<file path="config.mk">
export PLATFORM = sky130hd
export DESIGN_NAME = gpi_input_conditioner
export DESIGN_NICKNAME = d
export VERILOG_FILES = /design/src/rtl/gpi_input_conditioner.sv
export SDC_FILE = /design/constraint.sdc
export NUM_CORES = 1
export LEC_CHECK = 0
export ABC_AREA = 1
export BUFFER_PORTS_ARGS = -buffer_cell sky130_fd_sc_hd__buf_2
export CAP_MARGIN = 25
export CORE_UTILIZATION = 58
export CTS_CLUSTER_SIZE = 24
export DETAILED_ROUTE_END_ITERATION = 8
export PLACE_DENSITY = 0.8
export SETUP_SLACK_MARGIN = 0.2
export SLEW_MARGIN = 25
export SYNTH_ARGS = -nofsm -noshare
export SYNTH_HDL_FRONTEND = slang
export SYNTH_SLANG_ARGS = --single-unit
export TNS_END_PERCENT = 1
</file>
<file path="constraint.sdc">
create_clock -name CLK_I -period 3.5 [get_ports CLK_I]
set_input_delay 0.875 -clock CLK_I [delete_from_list [all_inputs] [get_ports CLK_I]]
set_output_delay 0.875 -clock CLK_I [all_outputs]
set_load 0.05 [all_outputs]
</file>
<file path="src/rtl/gpi_input_conditioner.sv">
// Receive path for a GPIO pad: synchronises the raw pad level, debounces it and
// produces a clean level, single-cycle edge pulses and a sticky edge interrupt.
module gpi_input_conditioner #(
   parameter int SYNC_STAGES = 2,
   parameter int CNT_W       = 8
) (
   input  logic             CLK_I,
   input  logic             RSTN_I,
   input  logic             DI_I,
   input  logic             IE_I,
   input  logic [CNT_W-1:0] DEB_I,
   input  logic [1:0]       IRQ_MODE_I,
   input  logic             IRQ_CLR_I,
   output logic             DATA_O,
   output logic             RISE_O,
   output logic             FALL_O,
   output logic             IRQ_O
);

   typedef enum logic [1:0] {
      LOW,
      CHK_HI,
      HIGH,
      CHK_LO
   } stateT;

   stateT            state;
   logic [CNT_W-1:0] cnt;
   logic [SYNC_STAGES-1:0] syncChain;
   logic             gatedIn;
   logic             syncOut;
   logic             dataReg;
   logic             riseReg;
   logic             fallReg;
   logic             irqReg;
   logic             irqSet;

   // Gating before the synchroniser means a disabled pad simply looks like a held-low input.
   assign gatedIn = DI_I & IE_I;
   assign syncOut = syncChain[SYNC_STAGES-1];

   // Metastability chain; only the last stage is ever used by the filter.
   always_ff @(posedge CLK_I) begin
      if (!RSTN_I) begin
         syncChain <= '0;
      end else begin
         syncChain <= {syncChain[SYNC_STAGES-2:0], gatedIn};
      end
   end

   // Debounce filter: a new level is accepted after DEB_I+1 consecutive equal samples.
   // The accepted level and its edge pulses are registered together with the state.
   always_ff @(posedge CLK_I) begin
      if (!RSTN_I) begin
         state   <= LOW;
         cnt     <= '0;
         dataReg <= 1'b0;
         riseReg <= 1'b0;
         fallReg <= 1'b0;
      end else begin
         riseReg <= 1'b0;
         fallReg <= 1'b0;
         case (state)
            LOW: begin
               if (syncOut) begin
                  if (DEB_I == '0) begin
                     state   <= HIGH;
                     cnt     <= '0;
                     dataReg <= 1'b1;
                     riseReg <= 1'b1;
                  end else begin
                     state <= CHK_HI;
                     cnt   <= CNT_W'(1);
                  end
               end
            end
            CHK_HI: begin
               if (!syncOut) begin
                  state <= LOW;
                  cnt   <= '0;
               end else if (cnt >= DEB_I) begin
                  state   <= HIGH;
                  cnt     <= '0;
                  dataReg <= 1'b1;
                  riseReg <= 1'b1;
               end else begin
                  cnt <= cnt + CNT_W'(1);
               end
            end
            HIGH: begin
               if (!syncOut) begin
                  if (DEB_I == '0) begin
                     state   <= LOW;
                     cnt     <= '0;
                     dataReg <= 1'b0;
                     fallReg <= 1'b1;
                  end else begin
                     state <= CHK_LO;
                     cnt   <= CNT_W'(1);
                  end
               end
            end
            CHK_LO: begin
               if (syncOut) begin
                  state <= HIGH;
                  cnt   <= '0;
               end else if (cnt >= DEB_I) begin
                  state   <= LOW;
                  cnt     <= '0;
                  dataReg <= 1'b0;
                  fallReg <= 1'b1;
               end else begin
                  cnt <= cnt + CNT_W'(1);
               end
            end
            default: begin
               state   <= LOW;
               cnt     <= '0;
               dataReg <= 1'b0;
            end
         endcase
      end
   end

   assign irqSet = (riseReg & IRQ_MODE_I[0]) | (fallReg & IRQ_MODE_I[1]);

   // Sticky interrupt; a new edge in the same cycle as a clear keeps it pending.
   always_ff @(posedge CLK_I) begin
      if (!RSTN_I) begin
         irqReg <= 1'b0;
      end else if (irqSet) begin
         irqReg <= 1'b1;
      end else if (IRQ_CLR_I) begin
         irqReg <= 1'b0;
      end
   end

   assign DATA_O = dataReg;
   assign RISE_O = riseReg;
   assign FALL_O = fallReg;
   assign IRQ_O  = irqReg;

endmodule

</file>
After elaboration in Yosys (flattened, before gate mapping) --
Index checks and enable logic that the tools add are counted.
Cells by class: $add $sub $neg 1, order comparisons 1, eq/ne operators 13, muxes and demuxes 35, bitwise gates (word level) 4, reduce and logical (&&, ||, !) cells 6
Operator list (number):
- $mux W8 | 5
- $pmux W8 S4 | 1
- $mux W1 | 17
- $mux W2 | 8
- $ne A2 B2 Y1 const B | 8
- $add A8 B1 Y8 const B | 1
- $ge A8 B8 Y1 | 1
- $logic_not A8 Y1 | 1
- $pmux W2 S4 | 1
- $reduce_and A8 Y1 | 1
- $ne A3 B3 Y1 const B | 2
- $eq A2 B2 Y1 const B | 2
- $pmux W1 S2 | 2
- $pmux W1 S4 | 1
- $reduce_and A4 Y1 | 1
- $and A1 B1 Y1 | 3
- $eq A2 B1 Y1 const B | 1
- $logic_not A2 Y1 | 1
- $reduce_and A2 Y1 | 1
- $reduce_bool A2 Y1 | 1
- $or A1 B1 Y1 | 1
Word-level totals: register bits after elaboration 16, input port bits 15, output and inout bits 4, logic and storage cells 67

Logic depth before layout (Yosys ltp) --
word-level depth 4, depth in mapped cells 14, depth with buffers taken out 14

Worst setup path before layout --
Ideal clock, no wire load.
path type input-to-reg, start point input DEB_I[6], end point register dataReg, in the netlist DATA_O, setup time 0.116 ns, data arrival time 1.872 ns, required time 3.384 ns, slack 1.512 ns, cell stages on the path 10, path buffers 0, path through inv_1 -> ha_1 -> a21oi_1 -> nor2_2 -> nor2_8 -> nand2_2 -> inv_2 -> nand2_1 -> nand2_1 -> nand2_1
On the way: word-level cells in the longest chain between the ends 3, elaborated cells between the ends (all ways) 7, those cells by class 1 x order compare; 4 x eq/ne; 2 x reduce/logical
RTL lines:
- from (decl) | RTL line 11 | input logic [CNT_W-1:0] DEB_I,
- $ge A8 B8 Y1 / $logic_not A8 Y1 (equally long branches)
- $ne A2 B2 Y1 (no line)
- $reduce_and A8 Y1 (no line) *
- to (signal assigned) | RTL line 84 | dataReg <= 1'b1;
- to (signal assigned) | RTL line 110 | dataReg <= 1'b0;
- to (signal assigned) | RTL line 119 | dataReg <= 1'b0;
- to (decl) | RTL line 32 | logic dataReg;
Every way passes the cells marked *; elsewhere a longest branch is shown, timed or not. A chain may end at the register's enable or synchronous reset.

Worst setup path after layout --
Ends and elaborated chain as after synthesis.

==> flow_metrics.py <==
metrics = {
    "status": {
        "run_status": "finished clean",
    },
    "cells_and_area": {
        "final_cell_area_sq_mm": 0.001222,
        "area_growth_pct": 13.87,
        "fin_nets": 206,
        "finalNonFillerCells": 206,
        "antenna_cells": 0,
        "post-route-util": 0.7080,
        "drive_above_1_share": 0.2210,
    },
    "floorplan": {
        "core_area_sq_mm": 0.001727,
        "pin_count": 19,
        "die_h_um": 45.02,
        "rows": 15,
        "die_x_um": 45.02,
        "die-area_sq_mm": 0.002027,
        "initial_core_util": 0.6217,
    },
    "timing": {
        "slew_headroom": 0.7225,
        "tightest_slew_ns": 0.4158,
        "slew_viol_final": 0,
        "grt_setup_unrepaired": "false",
        "fmax_mhz": 532.6,
        "setup-tns-final_ns": 0,
        "fin_ws_ns": 1.622,
        "period_share": 0.5365,
        "finalHoldViolCount": 0,
        "fin_worst_skew_ns": 0.008714,
        "finalCriticalPeriod_ns": 1.878,
        "setup_viol": 0,
        "whs_ns": 0.4214,
    },
    "route": {
        "drt_iter0_drc": 27,
        "routed_wl_mm": 2.171,
        "vias": 1056,
        "drtAntennaViolNets": 0,
        "drtPass1Iterations": 4,
        "detail_route.drc_violations": 0,
        "avgViaCountPerCell": 5.126,
        "wire_per_inst_um": 10.54,
    },
    "global_routing": {
        "grt.overflow.total": 0,
        "track_usage": 0.2392,
        "grt_pass1_vias": 883,
        "grt_max_degree": 12,
        "grt_pass1_wl_mm": 3.505,
        "antenna_found_initial": 0,
    },
    "place": {
        "dp.final_hpwl_mm": 1.690,
        "io_buffers": 18,
        "dp_slack_ns": 1.304,
        "gp_congestion": 0.8554,
        "placed_cells": 202,
        "place_area_sq_mm": 0.001186,
    },
    "synthesis": {
        "ys_seq_area_frac": 0.2984,
        "async_flop_share": 0,
        "synth_most_common_cell": "nand2_1",
        "synth_top_flop_cell": "dfxtp_1",
        "syn-num-nets": 185,
        "ys_seq_elements": 16,
        "synth_edf_count": 0,
        "yosysTopAreaCell": "dfxtp_1",
        "netlist.area_leader.share": 0.2984,
        "netlist_instances": 161,
        "ys_top_cells_by_count": "nand2_1, inv_1, dfxtp_1, nor2_1, a21oi_1",
        "ys_warn_count": 0,
        "yosysUniqueCellTypes": 25,
        "synth.cell_area_sq_mm": 0.001074,
        "synthTopCellsByArea": "dfxtp_1, nand2_1, ha_1, inv_1, a21oi_1",
        "syn_area_per_cell_sq_um": 6.668,
    },
    "setup_path": {
        "crit_start": "DEB_I[6]",
        "start_kind": "primary input",
        "end_kind": "flip-flop",
        "path_buf_inv": 3,
        "slowest_stage": "ha_1",
        "path_max_fanout": 10,
        "crit_family": "simple AND/OR/NAND/NOR gates",
        "required_ns": 3.70,
        "path_common_cell": "nand2_1",
        "cp.arrival_ns": 2.07,
        "r2r_start": "cnt[0]",
        "crit_path_max_incr_delay_ns": 0.31,
        "crit_chain": "buf_2 > inv_1 > ha_1 > a21oi_1 > nor2_2 > nor2_8 > nand2_2 > inv_2 > nand2_1 > nand2_1 > nand2_1",
        "worstSetupPathType": "primary input to flip-flop",
    },
    "clocking": {
        "cts_hold_buf": 0,
        "post_cts_buffers": 0,
        "cts_tree": "done",
        "cts_root_buffer": "clkbuf_4",
        "clockBufferDepth": 2,
        "cts_buffers": 3,
        "htreeDepth": 1,
        "insertion_delay_ns": 0.30,
        "cts.sink_count": 16,
        "clkSlewWorstSetupHoldPaths_ns": 0.10,
        "cts-resized-gates": 0,
    },
    "job": {
        "maxCapViolations": 0,
    },
    "power": {
        "peakVddDrop_v": 0.0003424,
        "leakage_nw": 0.6457,
        "power_uw": 551.3,
        "power.density_mw_per_mm2": 451.0,
    },
    "worst_hold_path": {
        "hp-start": "syncChain[0]",
        "hold_class": "flip-flop to flip-flop",
    },
}
power by group:
part	total [mW]	internal, mW	switching (mW)	leakage, nW
Sequential	0.215	0.199	0.0160	0.130
Clock	0.129	0.0634	0.0654	0.0210
Combinational	0.208	0.0654	0.142	0.495
Total	0.551	0.328	0.224	0.646
registers in the layout, indices dropped and copies added (netlist names):
register,flops
DATA_O,1
FALL_O,1
IRQ_O,1
RISE_O,1
cnt,8
state,2
syncChain,2
worst register-to-register path: stages (launching register included):
cell and delay (ns):
dfxtp_1 0.39, inv_1 0.08, ha_1 0.27, inv_1 0.05, nand2_1 0.04, nand2_1 0.05, nand2_1 0.05, nand2_1 0.06
nand2_1 0.08, nand2_4 0.14, nand2_2 0.08, inv_2 0.06, nand2_1 0.04, nand2_1 0.07, nand2_1 0.05
placed cells by master (no fill, tap or decap), types with 2 or more instances in the layout:
| cell type | netlist | routed |
|---|---|---|
| o21ai_0 | 3 | 3 |
| nor3_1 | 2 | 2 |
| nand2_2 | 2 | 2 |
| a21oi_1 | 13 | 13 |
| nor2_1 | 16 | 16 |
| inv_1 | 23 | 23 |
| nor2_2 | 4 | 4 |
| nand2_1 | 40 | 40 |
| dfxtp_1 | 16 | 16 |
| ha_1 | 9 | 9 |
| nand3_1 | 4 | 4 |
| buf_2 | 1 | 18 |
| inv_2 | 8 | 8 |
| nand4_1 | 9 | 9 |
| clkbuf_4 | 0 | 3 |
per-layer routing:
metal	share of wire	vias to the layer above	GRT usage
met1	0.44	467	0.2963
met2	0.48	27	0.4145
met3	0.061	5	0.04800
li1	-	557	-
met4	0.012	0	0.07273
met5	0	-	0
logic make-up after synthesis:
group	share of synthesized area
simple gates	0.3788
buf+inv	0.1165
compound gates	0.09323
flops	0.2984
fa+ha+maj	0.1049
xor+xnor	0.008160
cell type report:
type / count / area, sq um
Multi-Input combinational cell: 112 / 628.1
Fill cell: 162 / 504.2
Sequential cell: 16 / 320.3
Inverter: 31 / 116.4
Timing Repair Buffer: 18 / 90.09
Clock buffer: 4 / 36.28
Tap cell: 25 / 31.28
worst paths after layout:
path	to	slack, ns	cells past startpoint
hold reg to reg	syncChain[1]	0.42	2
hold / removal	syncChain[1]	0.42	2
setup / recovery	DATA_O	1.62	11
setup reg to reg	DATA_O	1.90	14
Power figures use the tool's default switching activity.
